## src/rtl/regfile_pkg.sv

```systemverilog
// Shared register-file defaults (data width, register count, requester count, address width).
package regfile_pkg;

  localparam int RF_NREQ = 4;
  localparam int RF_NREG = 32;
  localparam int RF_DW   = 32;

  // Index width that stays at least one bit wide for degenerate sizes.
  function automatic int rf_bits(input int n);
    return (n > 1) ? $clog2(n) : 1;
  endfunction

  localparam int RF_AW = rf_bits(RF_NREG);

endpackage

```

## src/rtl/regfile_rr_pick.sv

```systemverilog
// Combinational winner pick: first set request at or after i_ptr, wrapping to 0.
module regfile_rr_pick
  import regfile_pkg::*;
#(
  parameter int NREQ = RF_NREQ,
  parameter int IW   = rf_bits(RF_NREQ)
) (
  input  logic [NREQ-1:0] i_req,
  input  logic [IW-1:0]   i_ptr,
  output logic            o_vld,
  output logic [NREQ-1:0] o_onehot,
  output logic [IW-1:0]   o_idx
);

  int w_j;

  always_comb begin
    o_vld    = 1'b0;
    o_onehot = '0;
    o_idx    = '0;
    w_j      = 0;
    for (int k = 0; k < NREQ; k++) begin
      w_j = int'(i_ptr) + k;
      if (w_j >= NREQ) w_j = w_j - NREQ;
      if (!o_vld && i_req[w_j]) begin
        o_vld         = 1'b1;
        o_onehot[w_j] = 1'b1;
        o_idx         = IW'(w_j);
      end
    end
  end

endmodule

```

## src/rtl/regfile_wr_arb.sv

```systemverilog
// Write arbiter for a shared register file: one registered grant/write-enable pulse per cycle.
// Define REGFILE_WR_ARB_RR_EN for round-robin; otherwise fixed priority (lowest index wins).
module regfile_wr_arb
  import regfile_pkg::*;
#(
  parameter  int NREQ = RF_NREQ,
  parameter  int NREG = RF_NREG,
  parameter  int DW   = RF_DW,
  localparam int AW   = rf_bits(NREG),
  localparam int IW   = rf_bits(NREQ)
) (
  input  logic               clk,
  input  logic               rst,
  input  logic [NREQ-1:0]    req,
  input  logic [NREQ*AW-1:0] addr,
  input  logic [NREQ*DW-1:0] wdata,
  output logic [NREQ-1:0]    gnt,
  output logic [NREG-1:0]    wen,
  output logic [DW-1:0]      wdata_out,
  output logic               err
);

  logic [NREQ-1:0] r_gnt;
  logic [NREG-1:0] r_wen;
  logic [DW-1:0]   r_wdata;
  logic            r_err;

  logic [NREQ-1:0] w_elig;
  logic [IW-1:0]   w_ptr;
  logic            w_vld;
  logic [NREQ-1:0] w_onehot;
  logic [IW-1:0]   w_idx;
  logic [AW-1:0]   w_addr_sel;
  logic [DW-1:0]   w_wdata_sel;
  logic            w_in_range;
  logic [NREG-1:0] w_wen_dec;

  // A requester granted last cycle sits out this cycle, which bounds a held request to every other cycle.
  assign w_elig = req & ~r_gnt;

`ifdef REGFILE_WR_ARB_RR_EN
  logic [IW-1:0] r_ptr;

  always_ff @(posedge clk or posedge rst) begin
    if (rst) begin
      r_ptr <= '0;
    end else if (w_vld) begin
      r_ptr <= (w_idx == IW'(NREQ - 1)) ? '0 : w_idx + 1'b1;
    end
  end

  assign w_ptr = r_ptr;
`else
  assign w_ptr = '0;
`endif

  regfile_rr_pick #(
    .NREQ (NREQ),
    .IW   (IW)
  ) u_pick (
    .i_req    (w_elig),
    .i_ptr    (w_ptr),
    .o_vld    (w_vld),
    .o_onehot (w_onehot),
    .o_idx    (w_idx)
  );

  assign w_addr_sel  = addr[int'(w_idx)*AW +: AW];
  assign w_wdata_sel = wdata[int'(w_idx)*DW +: DW];
  assign w_in_range  = {1'b0, w_addr_sel} < (AW+1)'(NREG);

  always_comb begin
    w_wen_dec = '0;
    for (int r = 0; r < NREG; r++) begin
      if (w_vld && w_in_range && (w_addr_sel == AW'(r))) w_wen_dec[r] = 1'b1;
    end
  end

  // Out-of-range winners still get their grant so they can move on; only the write is suppressed.
  always_ff @(posedge clk or posedge rst) begin
    if (rst) begin
      r_gnt   <= '0;
      r_wen   <= '0;
      r_wdata <= '0;
      r_err   <= 1'b0;
    end else begin
      r_gnt <= w_onehot;
      r_wen <= w_wen_dec;
      r_err <= w_vld & ~w_in_range;
      if (w_vld) r_wdata <= w_wdata_sel;
    end
  end

  assign gnt       = r_gnt;
  assign wen       = r_wen;
  assign wdata_out = r_wdata;
  assign err       = r_err;

endmodule

```

## config.mk

```make
export PLATFORM = sky130hd
export DESIGN_NAME = regfile_wr_arb
export DESIGN_NICKNAME = d
export VERILOG_FILES = /design/src/rtl/regfile_pkg.sv /design/src/rtl/regfile_rr_pick.sv /design/src/rtl/regfile_wr_arb.sv
export SDC_FILE = /design/constraint.sdc
export NUM_CORES = 1
export LEC_CHECK = 0
export ABC_AREA = 1
export CORE_AREA = 4 4 142 130
export CTS_CLUSTER_DIAMETER = 50
export DETAILED_ROUTE_END_ITERATION = 10
export DIE_AREA = 0 0 146 134
export GPL_TIMING_DRIVEN = 0
export PLACE_DENSITY_LB_ADDON = 0.25
export SLEW_MARGIN = 20
export SYNTH_ARGS = -nofsm -noshare
export SYNTH_HDL_FRONTEND = slang
export SYNTH_HIERARCHICAL = 1
export SYNTH_SLANG_ARGS = --single-unit
```

## constraint.sdc

```tcl
create_clock -name clk -period 2.4 [get_ports clk]
set_clock_uncertainty 0.1 [all_clocks]
set_input_delay 0.36 -clock clk [delete_from_list [all_inputs] [get_ports clk]]
set_output_delay 0.36 -clock clk [all_outputs]
set_load 0.02 [all_outputs]
```

==> out/metrics.cfg, run 1 <==
[outcome]
status = finished, final reports clean

[global_routing]
grt_max_degree = 41
grt_usage_pct = 16.8
grt_pass1_vias = 4875
overflow = 0
grt_pass1_wl_mm = 25.8
antenna_found_initial = 0

[die]
dieArea_um2 = 19600
die_h_um = 134
die-width_um = 146
rows = 45
ios = 223
start_util_pct = 24.8
coreArea_um2 = 16800

[placed_design]
placed_cell_area_um2 = 6740
placedCellCount = 1077
port_buffers = 221
gp_congestion = 0.877
dp_hpwl_mm = 12.6

[timing]
max_freq_mhz = 423
setup-tns-final_ps = 0
hold_viol = 0
tightestPinTransition_ps = 586
max-slew-margin-rel_pct = 61.0
final-setup-viol-count = 0
slew_viol_final = 0
finalCriticalPeriod_ps = 2360
finalCritPeriodShare_pct = 98.5
fin_hold_ws_ps = 266
rsz0062_at_grt = true

[routing]
wirelength_met1_mm = 7.48
vias = 4902
met2_wirelength_mm = 7.72
drt_iter0_markers = 161
wire_per_inst_um = 15.2
drt_drc_violations_left = 0
top_layer_used = met4
wl_mm = 16.8
firstDrtPassIters = 6
final_antenna_net_count = 0
dr_wl_met3_mm = 1.31
vias_per_cell = 4.42

[critical_path]
cp-start-kind = flip-flop
cp-end-kind = flip-flop
path_class = reg -> reg
critPathArrivalTime_ps = 2530
required_ps = 2570
crit_path_max_fanout = 8

[min_path]
hp-class = in -> async

[layout]
area_delta_synth_final_pct = 87.2
design_area_um2 = 7810
fillers = 1684
drive_gt1_share_pct = 20.0
final-seq-area_um2 = 1700
finalNonFillerCells = 1109
final_nets = 1055
multi_input_area_um2 = 2620
insertedDiodeCount = 0

[synth]
ys_ff_latch = 68
mappedNetlistArea_um2 = 4170
yosysUniqueCellTypes = 23
synth_seq_area_share_pct = 40.8
syn_avg_cell_area_um2 = 6.66
syn_inst = 627
yosysWarningCount = 6

[clocking]
clockBufferDepth = 2
clk_pin_slew_ps = 60
cts_root_buf = clkbuf_16
numCtsBuffers = 9
cts_max_level = 3
clkLatencyLatePin_ps = 340
cts_tree = built
clock-sinks = 68
cts_hold_buf = 0

[power_and_ir_drop]
ir_worst_vdd_mv = 0.353
cellPowerDensity_nw_per_um2 = 779
p_leak_nw = 3.63
p_total_mw = 6.09

[flow_run]
drv_cap = 0

registers in the layout (all words and copies together) (netlist names):
| signal | count |
|---|---|
| wen | 32 |
| gnt | 4 |
| wdata_out | 32 |
placed cells by master (no fill, tap or decap), types with 13 or more instances in the layout:
cell / instances
o21ai_2: 22
clkdlybuf4s50_1: 218
nand2_2: 31
nand2_4: 15
buf_4: 20
nand3_1: 14
o21ai_0: 25
nor2_1: 149
nand2_1: 104
dfrtp_1: 68
inv_1: 41
buf_6: 13
o21ai_1: 48
conb_1: 18
nor2_2: 14
metrics by stage:
stage          worst slack [ps]  util [%]
2_1_floorplan               169         -
3_3_place_gp              -1130      39.9
3_5_place_dp               -821      40.0
4_1_cts                   -12.0      43.8
5_1_grt                    -148      46.4
6_report                   36.9      46.4
critical path: stages (launching register included):
cell and delay [ps]:
dfrtp_1 400, nor2_2 110, inv_1 60, nand2_2 100, nand3_4 90, nand2_4 90
nor2_4 40, buf_6 110, nand4_1 90, nand3_2 140, inv_4 100, buf_8 120
buf_12 140, nand2_4 60, nand3_4 80, nand2_8 80, nor2_4 190, nand2_2 90
nor2_2 100
path summary, 6_finish.rpt:
kind                                     from            end  slack [ps]  cells past startpoint
worst max-delay path                   gnt[0]        wen[26]          40                     18
worst min-delay path                      rst  wdata_out[10]         270                      2
worst max register to register         gnt[0]        wen[26]          40                     18
worst min register to register  wdata_out[21]  wdata_out[21]         410                      2
max in group asynchronous                 rst        wen[21]        1380                      3
min in group clk                wdata_out[21]  wdata_out[21]         410                      2
cell type report:
class | instances | area share, %
repair buffers | 239 | 30.6
plain buffers | 35 | 4.45
clock buffers | 10 | 3.06
clock inverters | 6 | 0.625
flip-flops and latches | 68 | 21.8
multi-input cells | 490 | 33.6
inverters | 50 | 2.59
well taps | 211 | 3.38
where the power goes:
group          total [mW]  internal [mW]  switching (mW)
registers            1.54           1.41           0.125
logic                3.28           1.45            1.82
clock network        1.27          0.734           0.540
total                6.09           3.60            2.49
synth_stat cells (all sizes together):
master,count,area [µm²]
ha,8,100
a21oi,7,35.0
nor2,172,671
inv,50,188
dfrtp,68,1700
clkbuf,19,71.3
nand4,7,43.8
conb,1,3.75
nand3,27,153
nand2,151,589
o21ai,96,480
a21boi,4,30.0
buf,17,106
kinds of logic after synthesis:
family / count (synthesis) / synth area share (%)
AND/OR/NAND/NOR: 357 / 34.9
AO/OA/AOI/OAI: 107 / 13.1
buffers and inverters: 86 / 8.76
flip-flops: 68 / 40.8
adder cells (fa/ha/maj): 8 / 2.40
other: 1 / 0.0899
repair_timing:
action                                 4_1_cts  5_1_grt
resized for setup                           97      158
endpoints found under the hold margin        0        0
buffers inserted                             7        9
gates cloned                                 1        0
setup endpoints to repair                   64       64
pin swaps                                   18       42
per-layer routing:
layer / up-vias / global-route usage (%)
met5: - / 0
met4: 0 / 4.96
met3: 20 / 5.20
met2: 176 / 27.6
met1: 2230 / 21.5
li1: 2476 / -
(Power assumes the default switching activity.)
==> run 2: changes to the inputs <==
--- a/config.mk
+++ b/config.mk
@@ -6,6 +6,8 @@
 export NUM_CORES = 1
 export LEC_CHECK = 0
 export ABC_AREA = 1
+export CELL_PAD_IN_SITES_DETAIL_PLACEMENT = 1
+export CELL_PAD_IN_SITES_GLOBAL_PLACEMENT = 1
 export CORE_AREA = 4 4 142 130
 export CTS_CLUSTER_DIAMETER = 50
 export DETAILED_ROUTE_END_ITERATION = 10
==> run 2 against run 1 <==
  * The run now ends with setup timing left
  * First-iteration DRC count fell by 20%
  * Cell area down 1.4%
  * Worst setup slack got worse by 48 ps
  * Power rose by 0.71%
  * Maximum frequency fell by 2.0%
  * Die area is the same
  * Sequential share of layout area is 0.30 points higher
  * Sequential power is essentially flat
  * Hold slack worse by 44 ps
  * Critical path type unchanged
  * Largest power group unchanged
==> out/metrics.cfg, run 2 (synthesized netlist as in run 1, its figures left out) <==
[outcome]
status = finished with violations
violations = setup timing

[routing]
final_antenna_net_count = 0  ; unchanged
vias_per_cell = 4.44  ; +0.47%
vias = 4974  ; +1.5%
wl_mm = 18.4  ; +9.5%
drt_iter0_markers = 129  ; -20%
firstDrtPassIters = 4  ; -2
wire_per_inst_um = 16.4  ; +8.4%
drt_drc_violations_left = 0  ; unchanged

[layout]
mostFrequentLayoutCell = clkdlybuf4s50_1
fillers = 2070  ; +23%
drive_gt1_share_pct = 18.9  ; -1.1 points
finalNonFillerCells = 1120  ; +0.99%
final_nets = 1065  ; +0.95%
area_delta_synth_final_pct = 84.6
most-common-layout-cells = 218 x clkdlybuf4s50_1, 142 x nor2_1, 107 x nand2_1, 68 x dfrtp_1, 60 x o21ai_0

[die]
coreArea_um2 = 16800  ; unchanged
ios = 223  ; unchanged
dieArea_um2 = 19600  ; unchanged
start_util_pct = 24.8  ; unchanged
die_h_um = 134  ; unchanged
die-width_um = 146  ; unchanged
rows = 45  ; unchanged

[clocking]
clk_pin_slew_ps = 70  ; about the same
clkLatencyLatePin_ps = 340  ; about the same
cts_root_buf = clkbuf_16
cts_max_level = 3  ; unchanged
clock-sinks = 68  ; unchanged
clockBufferDepth = 2  ; unchanged
cts_hold_buf = 0  ; unchanged
cts_tree = built
numCtsBuffers = 9  ; unchanged

[critical_path]
worstSetupEndpoint = wen[13]
critPathArrivalTime_ps = 2580  ; +50 ps
r2r_cells = 18  ; unchanged
r2r_end = wen[13]
rrSetupSlack_ps = -10  ; -50 ps
crit_start = gnt[0]
crit_path_max_fanout = 8  ; unchanged
path_class = reg -> reg
r2r_start = gnt[0]
cp-start-kind = flip-flop
required_ps = 2570  ; about the same
cp-end-kind = flip-flop

[global_routing]
antenna_found_initial = 1  ; +1
grt_max_degree = 51  ; +24%
gr-usage-met1_pct = 23.0  ; +1.5 points
grt_pass1_wl_mm = 27.7  ; +7.2%
overflow = 0  ; unchanged
busiest_layer = met2
grt_use_met3_pct = 5.64  ; +0.44 points
use_met2_pct = 28.9  ; +1.4 points
grt_pass1_vias = 4986  ; +2.3%
grt_usage_pct = 17.9  ; +1.0 points

[timing]
hold_viol = 0  ; unchanged
finalCriticalPeriod_ps = 2410  ; +48.1 ps
finalCritPeriodShare_pct = 100  ; +2.0 points
final-setup-viol-count = 2  ; +2
tightestPinTransition_ps = 535  ; -50.6 ps
max-slew-margin-rel_pct = 64.3  ; +3.4 points
fin_ws_ps = -11.2  ; -48.1 ps
slew_viol_final = 0  ; unchanged
max_freq_mhz = 415  ; -2.0%
rsz0062_at_grt = true

[power_and_ir_drop]
cellPowerDensity_nw_per_um2 = 796  ; +2.1%
p_total_mw = 6.13  ; +0.71%
p_leak_nw = 3.62  ; -0.25%
ir_worst_vdd_mv = 0.338  ; -4.0%

[min_path]
hp-class = in -> async

[placed_design]
port_buffers = 221  ; unchanged
dp_hpwl_mm = 13.6  ; +7.9%
gp_congestion = 0.839  ; -4.4%
placedCellCount = 1077  ; unchanged

[flow_run]
drv_cap = 0  ; unchanged

[run 2: cell count changes in the layout (fill, tap and decap cells not counted), sizes merged]
| cell | change |
|---|---|
| buf | +2 |
| bufinv | +1 |
| clkbuf | +7 |
| clkinvlp | -2 |
| diode | +1 |
| inv | +2 |
[run 2: power by group]
part / switching, mW / total [mW] / internal [mW]
clock: 0.582 / 1.41 / 0.823
combinational: 1.80 / 3.19 / 1.39
sequential: 0.126 / 1.54 / 1.41
[run 2: timing repair]
item / in CTS / in global routing
hold endpoints to repair: 0 / 0
setup buffers: 6 / 19
pin swaps: 9 / 38
gates cloned: 0 / 1
resized for setup: 72 / 97
setup endpoints to repair: 64 / 64
[run 2: worst min path at each step]
stage | startpoint | slack [ps] | endpoint
after floorplan | wdata[42] | 480 | wdata_out[10]
after global placement | wdata_out[4] | 400 | wdata_out[4]
after detailed placement | wdata_out[4] | 400 | wdata_out[4]
after CTS | rst | 230 | gnt[1]
after global routing | rst | 250 | gnt[1]
final | rst | 220 | gnt[1]
[run 2: final cells by class]
class                           instances  area [µm²]  area share, %
Clock buffer                            9         225           2.92
Antenna cell                            1        2.50         0.0325
Sequential cell                        68        1700           22.1
Tap cell                              211         264           3.43
Timing Repair Buffer                  248        2460           31.9
Inverter                               50         203           2.63
Buffer                                 36         274           3.56
Clock inverter                          7        83.8           1.09
Multi-Input combinational cell        490        2490           32.3
[run 2: through the flow]
step / TNS, ps / setup WS (ps) / hold slack [ps] / area (µm²) / util [%]
after floorplan: 0 / 169 / 484 / 4240 / -
after global placement: -125200 / -1230 / 398 / 6710 / 39.9
after detailed placement: -45180 / -836 / 404 / 6740 / 40.1
after CTS: -659 / -42.9 / 233 / 7300 / 43.4
after global routing: -6340 / -186 / 252 / 7700 / 45.8
final: -13.0 / -11.2 / 223 / 7700 / 45.8
[run 2: layer usage]
layer | wire length [µm] | share of wire (%)
met1 | 8070 | 44
met2 | 8650 | 47
met3 | 1380 | 7.5
met4 | 313 | 1.7
met5 | 0 | 0
[run 2: critical path, stage by stage, from the launching register on]
cell     delay, ps
dfrtp_1        390
nor2_2         110
inv_1           60
nand2_2         90
nand3_4         80
nand2_4         90
nor2_4          50
buf_6          120
nand4_1         90
nand3_2        120
inv_4          110
buf_8          120
buf_12         140
nand2_2         70
nand3_2         90
nand2_4         90
nor2_4         190
nand2_2         90
nor2_2         120
